$ cat config.mk
export PLATFORM = sky130hd
export DESIGN_NAME = store_buffer_flat
export DESIGN_NICKNAME = d
export VERILOG_FILES = /design/src/rtl/store_buffer_if.sv /design/src/rtl/store_buffer.sv /design/src/flat_wrapper.sv
export SDC_FILE = /design/constraint.sdc
export NUM_CORES = 1
export LEC_CHECK = 0
export BUFFER_PORTS_ARGS = -buffer_cell sky130_fd_sc_hd__buf_2
export CORE_UTILIZATION = 32
export DETAILED_ROUTE_END_ITERATION = 12
export MAX_ROUTING_LAYER = met4
export SLEW_MARGIN = 20
export SYNTH_ARGS = -nofsm -noshare
export SYNTH_HDL_FRONTEND = slang
export SYNTH_SLANG_ARGS = --single-unit
export TNS_END_PERCENT = 20
$ cat constraint.sdc
create_clock -name clk -period 3.58 [get_ports clk]
set_input_delay 0.358 -clock clk [delete_from_list [all_inputs] [get_ports clk]]
set_output_delay 0.358 -clock clk [all_outputs]
set_load 0.1 [all_outputs]
$ cat src/rtl/store_buffer_if.sv
// Store buffer bus: ROB push port, dCache drain port and load-forward probe.
interface store_buffer_if #(
  parameter int ARCH_BITS = 32
);
  logic                 wEnableMem;
  logic [ARCH_BITS-1:0] wAddressMem;
  logic [ARCH_BITS-1:0] wDataMem;
  logic                 wByteMem;
  logic                 full;
  logic                 empty;
  logic                 overflow;
  logic                 memReq;
  logic [ARCH_BITS-1:0] memAddr;
  logic [ARCH_BITS-1:0] memData;
  logic                 memByte;
  logic                 memAck;
  logic [ARCH_BITS-1:0] fwdAddr;
  logic                 fwdHit;
  logic [ARCH_BITS-1:0] fwdData;
  logic                 fwdByte;
  logic [ARCH_BITS-1:0] fwdAddrOut;

  modport master (
    output wEnableMem, wAddressMem, wDataMem, wByteMem, memAck, fwdAddr,
    input  full, empty, overflow, memReq, memAddr, memData, memByte,
    input  fwdHit, fwdData, fwdByte, fwdAddrOut
  );

  modport slave (
    input  wEnableMem, wAddressMem, wDataMem, wByteMem, memAck, fwdAddr,
    output full, empty, overflow, memReq, memAddr, memData, memByte,
    output fwdHit, fwdData, fwdByte, fwdAddrOut
  );
endinterface

$ cat src/rtl/store_buffer.sv
// Post-commit in-order store buffer draining to the dCache; load forwarding
// search is compiled in only when STORE_BUFFER_FWD_EN is defined.
module store_buffer #(
  parameter int ARCH_BITS     = 32,
  parameter int SB_SLOTS      = 4,
  parameter int SB_IDX_BITS   = 2,
  parameter int BYTE_IDX_BITS = 2
) (
  input  logic           clk,
  input  logic           rst,
  store_buffer_if.slave  bus
);
  localparam logic [SB_IDX_BITS-1:0] IDX_ONE  = 1;
  localparam logic [SB_IDX_BITS:0]   CNT_ONE  = 1;
  localparam logic [SB_IDX_BITS:0]   CNT_FULL = (SB_IDX_BITS+1)'(SB_SLOTS);

  logic [ARCH_BITS-1:0]   addr_q [SB_SLOTS];
  logic [ARCH_BITS-1:0]   data_q [SB_SLOTS];
  logic [SB_SLOTS-1:0]    byte_q;
  logic [SB_SLOTS-1:0]    valid_q;
  logic [SB_IDX_BITS-1:0] head;
  logic [SB_IDX_BITS-1:0] tail;
  logic [SB_IDX_BITS:0]   count;
  logic                   overflow_q;
  logic                   is_full;
  logic                   is_empty;
  logic                   push;
  logic                   pop;
  logic                   drop;

  assign is_full  = (count == CNT_FULL);
  assign is_empty = (count == '0);
  // A full buffer still accepts a push when the head drains in the same cycle.
  assign push = bus.wEnableMem && (!is_full || bus.memAck);
  assign drop = bus.wEnableMem && is_full && !bus.memAck;
  assign pop  = !is_empty && bus.memAck;

  always_ff @(posedge clk) begin
    if (!rst) begin
      head       <= '0;
      tail       <= '0;
      count      <= '0;
      valid_q    <= '0;
      overflow_q <= 1'b0;
    end else begin
      if (pop) begin
        valid_q[head] <= 1'b0;
        head          <= head + IDX_ONE;
      end
      if (push) begin
        valid_q[tail] <= 1'b1;
        tail          <= tail + IDX_ONE;
      end
      if (push && !pop) begin
        count <= count + CNT_ONE;
      end else if (pop && !push) begin
        count <= count - CNT_ONE;
      end
      if (drop) begin
        overflow_q <= 1'b1;
      end
    end
  end

  always_ff @(posedge clk) begin
    if (push) begin
      addr_q[tail] <= bus.wAddressMem;
      data_q[tail] <= bus.wDataMem;
      byte_q[tail] <= bus.wByteMem;
    end
  end

  assign bus.full     = is_full;
  assign bus.empty    = is_empty;
  assign bus.overflow = overflow_q;
  assign bus.memReq   = !is_empty;
  assign bus.memAddr  = addr_q[head];
  assign bus.memData  = data_q[head];
  assign bus.memByte  = byte_q[head];

`ifdef STORE_BUFFER_FWD_EN
  logic [SB_IDX_BITS-1:0] scan_idx;
  logic                   fwd_hit;
  logic [ARCH_BITS-1:0]   fwd_data;
  logic                   fwd_byte;
  logic [ARCH_BITS-1:0]   fwd_addr;
  logic                   unused_fwd_lo;

  assign unused_fwd_lo = &{1'b0, bus.fwdAddr[BYTE_IDX_BITS-1:0]};

  // Oldest-to-youngest scan keeps the last match; the accepted push is youngest.
  always_comb begin
    fwd_hit  = 1'b0;
    fwd_data = '0;
    fwd_byte = 1'b0;
    fwd_addr = '0;
    scan_idx = head;
    for (int i = 0; i < SB_SLOTS; i++) begin
      scan_idx = head + SB_IDX_BITS'(i);
      if (valid_q[scan_idx] &&
          addr_q[scan_idx][ARCH_BITS-1:BYTE_IDX_BITS] == bus.fwdAddr[ARCH_BITS-1:BYTE_IDX_BITS]) begin
        fwd_hit  = 1'b1;
        fwd_data = data_q[scan_idx];
        fwd_byte = byte_q[scan_idx];
        fwd_addr = addr_q[scan_idx];
      end
    end
    if (push &&
        bus.wAddressMem[ARCH_BITS-1:BYTE_IDX_BITS] == bus.fwdAddr[ARCH_BITS-1:BYTE_IDX_BITS]) begin
      fwd_hit  = 1'b1;
      fwd_data = bus.wDataMem;
      fwd_byte = bus.wByteMem;
      fwd_addr = bus.wAddressMem;
    end
  end

  assign bus.fwdHit     = fwd_hit;
  assign bus.fwdData    = fwd_data;
  assign bus.fwdByte    = fwd_byte;
  assign bus.fwdAddrOut = fwd_addr;
`else
  logic unused_fwd;

  assign unused_fwd     = &{1'b0, bus.fwdAddr, valid_q};
  assign bus.fwdHit     = 1'b0;
  assign bus.fwdData    = '0;
  assign bus.fwdByte    = 1'b0;
  assign bus.fwdAddrOut = '0;
`endif
endmodule

$ cat src/flat_wrapper.sv
// flat-port wrapper written by rule: the top's interface ports become plain ports
module store_buffer_flat 
#(
  parameter int ARCH_BITS     = 32,
  parameter int SB_SLOTS      = 4,
  parameter int SB_IDX_BITS   = 2,
  parameter int BYTE_IDX_BITS = 2
)
  (clk, rst, bus_wEnableMem, bus_wAddressMem, bus_wDataMem, bus_wByteMem, bus_memAck, bus_fwdAddr, bus_full, bus_empty, bus_overflow, bus_memReq, bus_memAddr, bus_memData, bus_memByte, bus_fwdHit, bus_fwdData, bus_fwdByte, bus_fwdAddrOut);
  store_buffer_if #(.ARCH_BITS(ARCH_BITS)) bus_i ();
  input  logic clk;
  input  logic rst;
  input wire logic [$bits(bus_i.wEnableMem)-1:0] bus_wEnableMem;
  input wire logic [$bits(bus_i.wAddressMem)-1:0] bus_wAddressMem;
  input wire logic [$bits(bus_i.wDataMem)-1:0] bus_wDataMem;
  input wire logic [$bits(bus_i.wByteMem)-1:0] bus_wByteMem;
  input wire logic [$bits(bus_i.memAck)-1:0] bus_memAck;
  input wire logic [$bits(bus_i.fwdAddr)-1:0] bus_fwdAddr;
  output wire logic [$bits(bus_i.full)-1:0] bus_full;
  output wire logic [$bits(bus_i.empty)-1:0] bus_empty;
  output wire logic [$bits(bus_i.overflow)-1:0] bus_overflow;
  output wire logic [$bits(bus_i.memReq)-1:0] bus_memReq;
  output wire logic [$bits(bus_i.memAddr)-1:0] bus_memAddr;
  output wire logic [$bits(bus_i.memData)-1:0] bus_memData;
  output wire logic [$bits(bus_i.memByte)-1:0] bus_memByte;
  output wire logic [$bits(bus_i.fwdHit)-1:0] bus_fwdHit;
  output wire logic [$bits(bus_i.fwdData)-1:0] bus_fwdData;
  output wire logic [$bits(bus_i.fwdByte)-1:0] bus_fwdByte;
  output wire logic [$bits(bus_i.fwdAddrOut)-1:0] bus_fwdAddrOut;
  assign bus_i.wEnableMem = bus_wEnableMem;
  assign bus_i.wAddressMem = bus_wAddressMem;
  assign bus_i.wDataMem = bus_wDataMem;
  assign bus_i.wByteMem = bus_wByteMem;
  assign bus_i.memAck = bus_memAck;
  assign bus_i.fwdAddr = bus_fwdAddr;
  assign bus_full = bus_i.full;
  assign bus_empty = bus_i.empty;
  assign bus_overflow = bus_i.overflow;
  assign bus_memReq = bus_i.memReq;
  assign bus_memAddr = bus_i.memAddr;
  assign bus_memData = bus_i.memData;
  assign bus_memByte = bus_i.memByte;
  assign bus_fwdHit = bus_i.fwdHit;
  assign bus_fwdData = bus_i.fwdData;
  assign bus_fwdByte = bus_i.fwdByte;
  assign bus_fwdAddrOut = bus_i.fwdAddrOut;
  store_buffer #(.ARCH_BITS(ARCH_BITS), .SB_SLOTS(SB_SLOTS), .SB_IDX_BITS(SB_IDX_BITS), .BYTE_IDX_BITS(BYTE_IDX_BITS)) u_core (.clk(clk), .rst(rst), .bus(bus_i));
endmodule
==> results.sh <==
export IMPL_outcome="finished clean"
export IMPL_fin_crit_sh_pct=72.9
export IMPL_setup_tns_final_ps=0
export IMPL_cts_tree="done"
export IMPL_netlist_top_cells_area="edfxtp_1 (75%), mux4_2 (14%), buf_4 (4.7%)"
export IMPL_die_h_um=183
export IMPL_powerDensity_nw_per_um2=902
export IMPL_critPathSlowestCell="mux4_2"
export IMPL_arrival_ps=2250
export IMPL_vias=4693
export IMPL_grt_pass1_vias=4947
export IMPL_synth_area_um2=10500
export IMPL_slew_headroom_pct=60.2
export IMPL_nFillCells=2902
export IMPL_multiInputGateArea_um2=2030
export IMPL_worstMarginPinSlew_ps=596
export IMPL_htree_levels=1
export IMPL_fin_hold_ws_ps=31.6
export IMPL_coreArea_um2=31900
export IMPL_place_ws_ps=954
export IMPL_layout_drive_gt1_share_pct=40.0
export IMPL_path_clk_slew_ps=60
export IMPL_cap_violations=0
export IMPL_avgSynthCellArea_um2=22.8
export IMPL_rr_startpoint="u_core.count[0]"
export IMPL_cts_made_buffers=29
export IMPL_post_drt_wl_per_cell_um=17.8
export IMPL_grt_max_degree=45
export IMPL_die_area_um2=33500
export IMPL_synth_top_cell_area_share_pct=74.6
export IMPL_ys_seq_area_share_pct=76.5
export IMPL_place_hpwl_um=11300
export IMPL_drt_iter0_drc=246
export IMPL_end_kind="output pin"
export IMPL_syn_to_final_growth_pct=20.2
export IMPL_ant_nets=0
export IMPL_synth_edf_count=260
export IMPL_rsz0062_at_grt="false"
export IMPL_num_nets_final=742
export IMPL_cts_repair_resize_count=0
export IMPL_path_cells="buf_4 -> mux4_2 -> buf_2"
export IMPL_grt_overflow=0
export IMPL_place_gp_congestion=0.668
export IMPL_routed_wl_um=19400
export IMPL_start_kind="flop"
export IMPL_maxSlewViolCount=0
export IMPL_ios=236
export IMPL_slowest_delay_ps=560
export IMPL_antenna_found_initial=0
export IMPL_period_needed_ps=2610
export IMPL_die_w_um=183
export IMPL_row_count=65
export IMPL_synthArstFlopShare_pct=0
export IMPL_hp_start="bus_wDataMem[30]"
export IMPL_synth_flop_cell="edfxtp_1"
export IMPL_portBuffers=137
export IMPL_grt_pass1_wl_um=29400
export IMPL_track_usage_pct=12.0
export IMPL_finalSetupViolations=0
export IMPL_fin_skew_ps=22.2
export IMPL_clockBufferDepth=3
export IMPL_drc_errors=0
export IMPL_worst_ir_drop_vdd_mv=0.899
export IMPL_final_seq_area_um2=8020
export IMPL_setup_slack_ps=969
export IMPL_synth_largest_area_cell="edfxtp_1"
export IMPL_cts_sinks=270
export IMPL_max_freq_mhz=383
export IMPL_cp_data_required_time_ps=3220
export IMPL_root_buffer="clkbuf_16"
export IMPL_hold_viol=0
export IMPL_clk_latency_ps=550
export IMPL_synth_distinct_cells=27
export IMPL_ys_ff_latch=270
export IMPL_critPathKind="flop to output pin"
export IMPL_postSynthCellCount=459
export IMPL_firstDrtPassIters=4
export IMPL_cp_max_fo=20
export IMPL_hold_path_class="input pin to flop"
export IMPL_ys_warn_count=0
export IMPL_leakagePower_nw=4.33
export IMPL_cts_setup_buffers=0
export IMPL_start_util_pct=32.8
export IMPL_num_antenna_cells=0
export IMPL_vias_per_cell=4.30
export IMPL_ctsHoldBuffers=18
## sequential cells by signal (all words and copies together), names as in the netlist, named ones only
| signal | flops |
|---|---|
| u_core.count | 3 |
| u_core.data_q | 128 |
| u_core.head | 2 |
| u_core.addr_q | 128 |
| u_core.bus.overflow | 1 |
| u_core.tail | 2 |
| u_core.byte_q | 4 |
## worst max-delay path, delay by kind of cell, from the launching register on
kind                   cells  cell delay, ps
buffers and inverters      2             710
multiplexers               1             560
flip-flops                 1             410
## cell usage after synthesis, types with 2 or more instances
cell type	n
edfxtp_1	260
buf_4	66
mux4_2	65
dfxtp_1	10
and2_1	8
buf_12	6
buf_2	6
ha_1	5
inv_1	4
nand2_1	4
mux2i_1	3
nor2b_1	3
xnor2_1	3
buf_6	2
or3_1	2
## cell families (layout without fill, tap and decap cells)
kind of cell | count (synthesis) | after routing | share of synthesized area (%)
compound gates | 5 | 5 | 0.370
xor+xnor | 4 | 4 | 0.335
fa+ha+maj | 6 | 6 | 0.789
buf+inv | 86 | 219 | 6.61
flops | 270 | 270 | 76.5
mux | 68 | 68 | 14.3
other cells | 1 | 66 | 0.0358
simple gates | 19 | 19 | 1.13
## area by class of cell
cell class                      instances  area share [%]
Clock inverter                         18            1.93
Timing Repair Buffer                  162            7.89
Sequential cell                       270            63.7
Inverter                                4           0.119
Tap cell                              435            4.32
Multi-Input combinational cell        168            16.1
Clock buffer                           35            5.94
## worst paths after layout
check,to,slack (ps),cells past startpoint
max,bus_memAddr[1],970,3
min,u_core.data_q[3][30],30,1
max reg2reg,u_core.count[2],1010,8
min reg2reg,u_core.bus.overflow,490,2
## routing by layer
layer  vias up  part of all wire, %  GRT usage [%]
li1       2094                    -              -
met1      2401                   44           15.9
met2       162                   47           18.8
met3        36                  6.5           2.62
met4         0                  2.2           3.30
met5         -                    0              -
## report_power, final
| group | switching (mW) | leakage, nW | internal (mW) |
|---|---|---|---|
| Combinational | 3.51 | 1.38 | 0.888 |
| Clock | 1.21 | 0.483 | 1.86 |
| Sequential | 0.126 | 2.47 | 3.76 |
## cells in the final DEF (no fill, tap or decap), drive strengths merged, types with 2 or more instances in the layout
master and n:
edfxtp 260, buf 144, conb 66, mux4 65, clkbuf 35, dlygate4sd3 18, dfxtp 10, clkinv 9
and2 8, inv 7, ha 5, bufinv 5, nand2 4, nor2b 3, xnor2 3, mux2i 3
or3 2
## stage by stage
stage	utilization (%)	power [mW]	cells	area, um^2
after floorplan	-	7.89	524	10700
after global placement	35.8	8.38	1021	11400
after detailed placement	35.8	8.40	1021	11400
after CTS	39.5	11.5	1092	12600
after global routing	39.5	11.8	1092	12600
final	39.5	11.4	1092	12600
Power figures use the tool's default switching activity.
